===== config.mk =====
export PLATFORM = sky130hd
export DESIGN_NAME = gaussian
export DESIGN_NICKNAME = d
export VERILOG_FILES = /design/src/rtl/gaussian_pkg.sv /design/src/rtl/gaussian_row_sum.sv /design/src/rtl/gaussian.sv
export SDC_FILE = /design/constraint.sdc
export NUM_CORES = 1
export LEC_CHECK = 0
export CAP_MARGIN = 0
export CORE_ASPECT_RATIO = 1.75
export CORE_MARGIN = 2
export CORE_UTILIZATION = 50
export CTS_CLUSTER_DIAMETER = 30
export DETAILED_ROUTE_END_ITERATION = 6
export HOLD_SLACK_MARGIN = 0.02
export PLACE_DENSITY = 0.8
export SKIP_LAST_GASP = 1
export SLEW_MARGIN = 25
export SYNTH_ARGS = -nofsm -noshare
export SYNTH_HDL_FRONTEND = slang
export SYNTH_HIERARCHICAL = 1
export SYNTH_SLANG_ARGS = --single-unit
export TNS_END_PERCENT = 50

===== constraint.sdc =====
create_clock -name clk_in -period 3.48 [get_ports clk_in]
set_input_delay 0.696 -clock clk_in [delete_from_list [all_inputs] [get_ports clk_in]]
set_output_delay 0.696 -clock clk_in [all_outputs]
set_load 0.01 [all_outputs]

===== src/rtl/gaussian_pkg.sv =====
// Shared constants for the 3x3 Gaussian blur kernel [1 2 1; 2 4 2; 1 2 1].
package gaussian_pkg;

    // Kernel weights: corner, edge and centre taps.
    localparam int unsigned KERNEL_W_CORNER = 1;
    localparam int unsigned KERNEL_W_EDGE   = 2;
    localparam int unsigned KERNEL_W_CENTRE = 4;

    // The weights sum to 16, so dividing the total by 16 normalises the result.
    localparam int unsigned KERNEL_SHIFT = 4;

    // Guard bits added above the pixel width for the intermediate sums.
    localparam int unsigned SUM_GUARD = 4;

    // Weights are powers of two, so every tap weight becomes a left shift.
    localparam int unsigned CORNER_SHIFT     = $clog2(KERNEL_W_CORNER);
    localparam int unsigned EDGE_SHIFT       = $clog2(KERNEL_W_EDGE);
    localparam int unsigned OUTER_ROW_SHIFT  = 0;
    localparam int unsigned MIDDLE_ROW_SHIFT = $clog2(KERNEL_W_CENTRE / KERNEL_W_EDGE);

endpackage : gaussian_pkg


===== src/rtl/gaussian_row_sum.sv =====
// Weighted sum of one kernel row: (left + 2*centre + right) << ROW_SHIFT.
module gaussian_row_sum
    import gaussian_pkg::*;
#(
    parameter int unsigned WIDTH     = 8,
    parameter int unsigned ROW_SHIFT = 0
) (
    input  logic [3*WIDTH-1:0]         row_in,
    output logic [WIDTH+SUM_GUARD-1:0] sum_c
);

    localparam int unsigned SUM_W = WIDTH + SUM_GUARD;

    logic [SUM_W-1:0] left_c;
    logic [SUM_W-1:0] centre_c;
    logic [SUM_W-1:0] right_c;

    // Unpack the row, zero-extend each pixel and apply the tap weights by shifting.
    always_comb begin
        left_c   = SUM_W'(row_in[3*WIDTH-1:2*WIDTH]);
        centre_c = SUM_W'(row_in[2*WIDTH-1:WIDTH]);
        right_c  = SUM_W'(row_in[WIDTH-1:0]);
        sum_c    = ((left_c << CORNER_SHIFT) + (centre_c << EDGE_SHIFT)
                    + (right_c << CORNER_SHIFT)) << ROW_SHIFT;
    end

endmodule : gaussian_row_sum


===== src/rtl/gaussian.sv =====
// 3x3 Gaussian blur of one pixel neighbourhood, two-stage pipeline, one sample in flight.
module gaussian
    import gaussian_pkg::*;
#(
    parameter int unsigned WIDTH = 8
) (
    input  logic               clk_in,
    input  logic               rst_in,
    input  logic [3*WIDTH-1:0] r0_data_in,
    input  logic [3*WIDTH-1:0] r1_data_in,
    input  logic [3*WIDTH-1:0] r2_data_in,
    input  logic               data_valid_in,
    output logic [WIDTH-1:0]   data_out,
    output logic               data_valid_out,
    output logic               error_out,
    output logic               busy_out
);

    localparam int unsigned SUM_W = WIDTH + SUM_GUARD;

    logic [SUM_W-1:0] r0_sum_c, r1_sum_c, r2_sum_c;
    logic [SUM_W-1:0] r0_sum_q, r1_sum_q, r2_sum_q;
    logic [SUM_W-1:0] r0_sum_d, r1_sum_d, r2_sum_d;
    logic [SUM_W-1:0] total_c;
    logic             s1_valid_q, s1_valid_d;
    logic [WIDTH-1:0] data_q, data_d;
    logic             valid_q, valid_d;
    logic             error_q, error_d;
    logic             busy_c;
    logic             accept_c;

    gaussian_row_sum #(.WIDTH(WIDTH), .ROW_SHIFT(OUTER_ROW_SHIFT)) u_row0 (
        .row_in (r0_data_in),
        .sum_c  (r0_sum_c)
    );

    gaussian_row_sum #(.WIDTH(WIDTH), .ROW_SHIFT(MIDDLE_ROW_SHIFT)) u_row1 (
        .row_in (r1_data_in),
        .sum_c  (r1_sum_c)
    );

    gaussian_row_sum #(.WIDTH(WIDTH), .ROW_SHIFT(OUTER_ROW_SHIFT)) u_row2 (
        .row_in (r2_data_in),
        .sum_c  (r2_sum_c)
    );

    // Next-state: accept only when idle, flag strobes that arrive while busy.
    always_comb begin
        busy_c     = s1_valid_q | valid_q;
        accept_c   = data_valid_in & ~busy_c;
        s1_valid_d = accept_c;
        r0_sum_d   = r0_sum_q;
        r1_sum_d   = r1_sum_q;
        r2_sum_d   = r2_sum_q;
        total_c    = r0_sum_q + r1_sum_q + r2_sum_q;
        valid_d    = s1_valid_q;
        data_d     = data_q;
        error_d    = data_valid_in & busy_c;
        if (accept_c) begin
            r0_sum_d = r0_sum_c;
            r1_sum_d = r1_sum_c;
            r2_sum_d = r2_sum_c;
        end
        if (s1_valid_q) begin
            data_d = WIDTH'(total_c >> KERNEL_SHIFT);
        end
    end

    // Pipeline registers with synchronous reset that also drops any in-flight sample.
    always_ff @(posedge clk_in) begin
        if (rst_in) begin
            s1_valid_q <= 1'b0;
            r0_sum_q   <= '0;
            r1_sum_q   <= '0;
            r2_sum_q   <= '0;
            data_q     <= '0;
            valid_q    <= 1'b0;
            error_q    <= 1'b0;
        end else begin
            s1_valid_q <= s1_valid_d;
            r0_sum_q   <= r0_sum_d;
            r1_sum_q   <= r1_sum_d;
            r2_sum_q   <= r2_sum_d;
            data_q     <= data_d;
            valid_q    <= valid_d;
            error_q    <= error_d;
        end
    end

    assign data_out       = data_q;
    assign data_valid_out = valid_q;
    assign error_out      = error_q;
    assign busy_out       = busy_c;

endmodule : gaussian


After elaboration in Yosys (flattened, before gate mapping)
Cells that the tools add are included.
{ "word_totals": {"rom_bits": 0, "register_bits": 46, "memories": 0, "mem_bits_rw": 0, "inputBits": 75, "out_inout_bits": 11, "word_cells": 19, "latchBits": 0} }
{ "classes": {"div": 0, "magnitude_cmp": 0, "n_shift": 0, "n_reduce_logical": 0, "mux": 0, "bitwise": 4, "n_addsub": 8, "multipliers": 0, "eq_ne": 0} }
{ "ops": {"columns": ["operator", "n"], "rows": [
  ["8-bit by 9-bit adder with 10-bit output", 3],
  ["12-bit adder", 2],
  ["12-bit by 8-bit adder with 12-bit output", 2],
  ["11-bit by 8-bit adder with 11-bit output", 1],
  ["1-bit bitwise AND", 2],
  ["1-bit NOT", 1],
  ["1-bit OR", 1]
]} }

Logic depth before layout (Yosys ltp)
{ "logic_depth": {"word_depth": 3, "mapped_depth": 11, "mapped_depth_nobuf": 11} }

By module
Netlist, hierarchy kept.
{ "by_module_without_submodules": {"columns": ["mod", "n_inst", "area_each_um2", "cells_per_inst"], "rows": [
  ["gaussian", 1, 2301.0, 270],
  ["gaussian_row_sum (u_row2)", 1, 533.0, 58],
  ["gaussian_row_sum (u_row0)", 1, 509.2, 54],
  ["gaussian_row_sum (u_row1)", 1, 496.7, 54]
]} }

Worst setup path after synthesis
Ideal clock, no wire load.
{ "synth_path": {"kind": "input to register", "start": "input port r1_data_in[1]", "end": "register r1_sum_q[8]", "setup_time_ns": 0.070, "cell_stages": 11, "path_slack_ns": 0.821, "required_ns": 3.410, "arrival_ns": 2.588, "path_buffers": 0, "path_cell_list": "inv_1 > fa_1 > inv_1 > ha_1 > fa_1 > a21oi_1 > nor2b_1 > a31oi_1 > xnor2_1 > nand2_1 > a21oi_1"} }
{ "synth_via": {"elab_chain_cells": 1} }
{ "synth_rtl": {"columns": ["element", "line_no", "text"], "rows": [
  ["start, declared", "gaussian.sv:10", "input logic [3*WIDTH-1:0] r1_data_in,"],
  ["11-bit by 8-bit adder with 11-bit output", "gaussian_row_sum.sv:24", "+ (right_c << CORNER_SHIFT)) << ROW_SHIFT;"],
  ["net r1_sum_c[8]", "gaussian.sv:21", "logic [SUM_W-1:0] r0_sum_c, r1_sum_c, r2_sum_c;"],
  ["end signal, assigned", "gaussian.sv:82", "r1_sum_q <= r1_sum_d;"],
  ["end, declared", "gaussian.sv:22", "logic [SUM_W-1:0] r0_sum_q, r1_sum_q, r2_sum_q;"]
]} }
The timed path passes the listed nets, and every way through them passes these cells.
A chain may end at the register's enable or synchronous reset.

Final worst setup path
Ends and elaborated chain as after synthesis.

==> results.py <==
metrics = {
    "final_layout": {
        "multiInputGateArea_sq_um": 2650,
        "final_cell_area_sq_um": 4860,
        "fillCellCount": 643,
        "synthToLayoutAreaGrowth_pct": 26.5,
        "layout_common_cells": "sky130_fd_sc_hd__nand2_1, sky130_fd_sc_hd__clkdlybuf4s50_1, sky130_fd_sc_hd__a21oi_1",
        "seq_area_sq_um": 941,
        "most_common_cell_after_layout_fill_and_taps_aside": "sky130_fd_sc_hd__nand2_1",
        "antenna_cells_inserted": 0,
        "post-route-util_pct": 64.6,
        "drive_gt1_share_pct": 5.27,
        "finish.net_count": 658,
        "layout.cells.non_filler": 600,
    },
    "sta": {
        "timing.setup.tns_ns": 0,
        "timing_worst_slew_pin_value_ns": 0.654,
        "slew_viol_final": 0,
        "final_clock_skew_ns": 0.00597,
        "finalWorstSetupSlack_ns": 0.457,
        "relSlewSlack_pct": 56.2,
        "hold_viol": 0,
        "unrepaired_setup_endpoints_after_global_routing": "false",
        "timing.final.crit_share_pct": 86.9,
        "fin_hold_ws_ns": 0.444,
        "final-setup-viol-count": 0,
        "fin_crit_ns": 3.02,
        "max_freq_ghz": 0.331,
    },
    "floorplan": {
        "placementRows": 42,
        "dieWidth_microns": 70.2,
        "dieHeight_microns": 120,
        "starting_density_of_the_core_pct": 51.1,
        "die_area_sq_um": 8420,
        "design.portCount": 86,
        "floorplan.core_area_sq_um": 7510,
    },
    "global_routing": {
        "grt_max_degree": 38,
        "global_route_usage_over_all_layers_pct": 20.0,
        "grt_pass1_wl_microns": 13900,
        "first_global_vias": 3275,
        "antenna_violations_before_repair": 0,
        "grt.overflow.total": 0,
    },
    "clock_tree": {
        "clk_latency_ns": 0.29,
        "clk_pin_slew_ns": 0.06,
        "cts_max_level": 2,
        "clock-sinks": 47,
        "cts_buffers": 5,
        "postCtsSetupRepairBufs": 0,
        "cts-resized-gates": 0,
        "clockBufferDepth": 2,
        "cts_tree": "built",
        "clockRootBuffer": "sky130_fd_sc_hd__clkbuf_16",
        "ctsHoldBuffers": 0,
    },
    "logic_synthesis": {
        "synthesis.area_sq_um": 3840,
        "synth_seq_area_share_pct": 24.5,
        "asyncSetResetFlopFracSynth_pct": 0,
        "synth_cell_type_count": 55,
        "ys.warnings.count": 6,
        "number_of_synthesized_flops_with_an_enable_pin": 0,
        "main_flop_type_after_synthesis": "sky130_fd_sc_hd__dfxtp_1",
        "post_synth.cell_area_avg_sq_um": 8.81,
        "ys_seq_elements": 47,
        "post_synth_inst_count": 436,
    },
    "placement": {
        "placement.io_buffers": 85,
        "placedCellCount": 593,
        "post_dp_cell_area_sq_um": 4700,
        "detailed_place_hpwl_microns": 6550,
        "place_congestion": 0.887,
        "preCtsSetupSlack_ns": 0.154,
    },
    "routing": {
        "dr_total_vias": 3201,
        "drc": 0,
        "post_drt_wl_per_cell_microns": 13.2,
        "number_of_optimization_iterations_in_the_first_detailed_route_pass": 4,
        "routed_wl_microns": 7950,
        "remaining_antenna_violation_count": 0,
        "drt_first_iter_violations": 138,
        "route.detailed.vias_per_inst": 5.34,
    },
    "hold_path": {
        "hp-class": "reg2reg",
    },
    "setup_path": {
        "crit_path_max_fanout": 3,
        "worstSetupPathType": "in2reg",
        "critical_path_end_type": "flop",
        "critical_path_arrival_ns": 3.24,
        "setup.worst_path.start_class": "input port",
        "critical_path_required_ns": 3.70,
    },
    "power_and_ir_drop": {
        "power_per_cell_area_nw_per_um2": 427,
        "cellLeakagePower_nw": 2.05,
        "max_vdd_drop_mv": 0.264,
        "totalPowerFinal_mw": 2.07,
    },
    "job": {
        "maxCapViolations": 0,
    },
    "outcome": {
        "status": "completed",
    },
}
-- layer usage --
layer  up-vias  track usage, %  part of all wire, %
li1       1612               -                    -
met1      1512            20.8                   37
met2        60            39.0                   57
met3        17            2.85                  2.8
met4         0            8.05                  2.9
met5         -               0                    0
-- flip-flops by register name, indices dropped and copies added (netlist names) --
register,count
data_out,8
data_valid_out,1
error_out,1
r0_sum_q,12
r1_sum_q,12
r2_sum_q,12
s1_valid_q,1
-- kinds of logic (layout without fill, tap and decap cells) --
group	after synthesis	after routing	share of synthesized area, %
muxes	2	2	0.521
adders and majority gates	71	71	29.8
buffers and inverters	55	128	6.78
and+or+nand+nor	129	129	15.1
DFF	47	47	24.5
xor gates and xnor gates	22	22	5.02
AOI/OAI and AO/OA	107	107	18.0
other	3	6	0.293
-- report_power, final --
part	internal (mW)	leakage, nW	total [mW]	switching [mW]
clock network	0.335	0.0769	0.523	0.188
registers	0.600	0.385	0.650	0.0502
logic	0.433	1.58	0.899	0.466
-- Yosys cell counts, types with 3 or more instances --
library cell,instances,area [sq um]
sky130_fd_sc_hd__a21oi_2,6,52.6
sky130_fd_sc_hd__inv_1,34,128
sky130_fd_sc_hd__nor2_1,10,37.5
sky130_fd_sc_hd__conb_1,3,11.3
sky130_fd_sc_hd__o21ai_0,5,25.0
sky130_fd_sc_hd__clkbuf_1,5,18.8
sky130_fd_sc_hd__nand2b_1,3,18.8
sky130_fd_sc_hd__a211oi_1,3,22.5
sky130_fd_sc_hd__a21o_1,6,45.0
sky130_fd_sc_hd__nand2_1,88,330
sky130_fd_sc_hd__buf_2,4,20.0
sky130_fd_sc_hd__xnor2_1,17,149
sky130_fd_sc_hd__buf_4,11,82.6
sky130_fd_sc_hd__nor2b_1,3,18.8
sky130_fd_sc_hd__ha_1,37,463
sky130_fd_sc_hd__nand3_1,6,30.0
sky130_fd_sc_hd__nand4_1,3,18.8
sky130_fd_sc_hd__nor3_1,3,15.0
sky130_fd_sc_hd__o21ai_1,8,40.0
sky130_fd_sc_hd__o21bai_1,4,30.0
sky130_fd_sc_hd__xor2_1,5,43.8
sky130_fd_sc_hd__fa_1,34,681
sky130_fd_sc_hd__a21oi_1,52,260
sky130_fd_sc_hd__o211ai_1,3,22.5
sky130_fd_sc_hd__dfxtp_1,47,941
-- path summary, 6_finish.rpt --
check	from	end	slack, ns	cells past startpoint
max	r1_data_in[1]	r1_sum_q[8]	0.46	12
min	data_out[5]	data_out[5]	0.44	2
max reg2reg	r0_sum_q[3]	data_out[6]	1.23	7
min reg2reg	data_out[5]	data_out[5]	0.44	2
-- worst max-delay path, stage by stage --
cell	delay [ns]
sky130_fd_sc_hd__clkdlybuf4s50_1	0.45
sky130_fd_sc_hd__inv_1	0.05
sky130_fd_sc_hd__fa_1	0.53
sky130_fd_sc_hd__inv_1	0.04
sky130_fd_sc_hd__ha_1	0.23
sky130_fd_sc_hd__fa_1	0.42
sky130_fd_sc_hd__a21oi_1	0.15
sky130_fd_sc_hd__nor2b_1	0.08
sky130_fd_sc_hd__a31oi_1	0.25
sky130_fd_sc_hd__xnor2_1	0.16
sky130_fd_sc_hd__nand2_1	0.07
sky130_fd_sc_hd__a21oi_1	0.12
-- area by class of cell --
| type | count | share of cell area, % |
|---|---|---|
| Clock buffer | 6 | 2.65 |
| Inverter | 34 | 2.63 |
| Clock inverter | 1 | 0.618 |
| Tap cell | 88 | 2.27 |
| Sequential cell | 47 | 19.4 |
| Multi-Input combinational cell | 337 | 54.6 |
| Timing Repair Buffer | 87 | 17.8 |
Note: power is estimated with default switching activity, not from simulation.
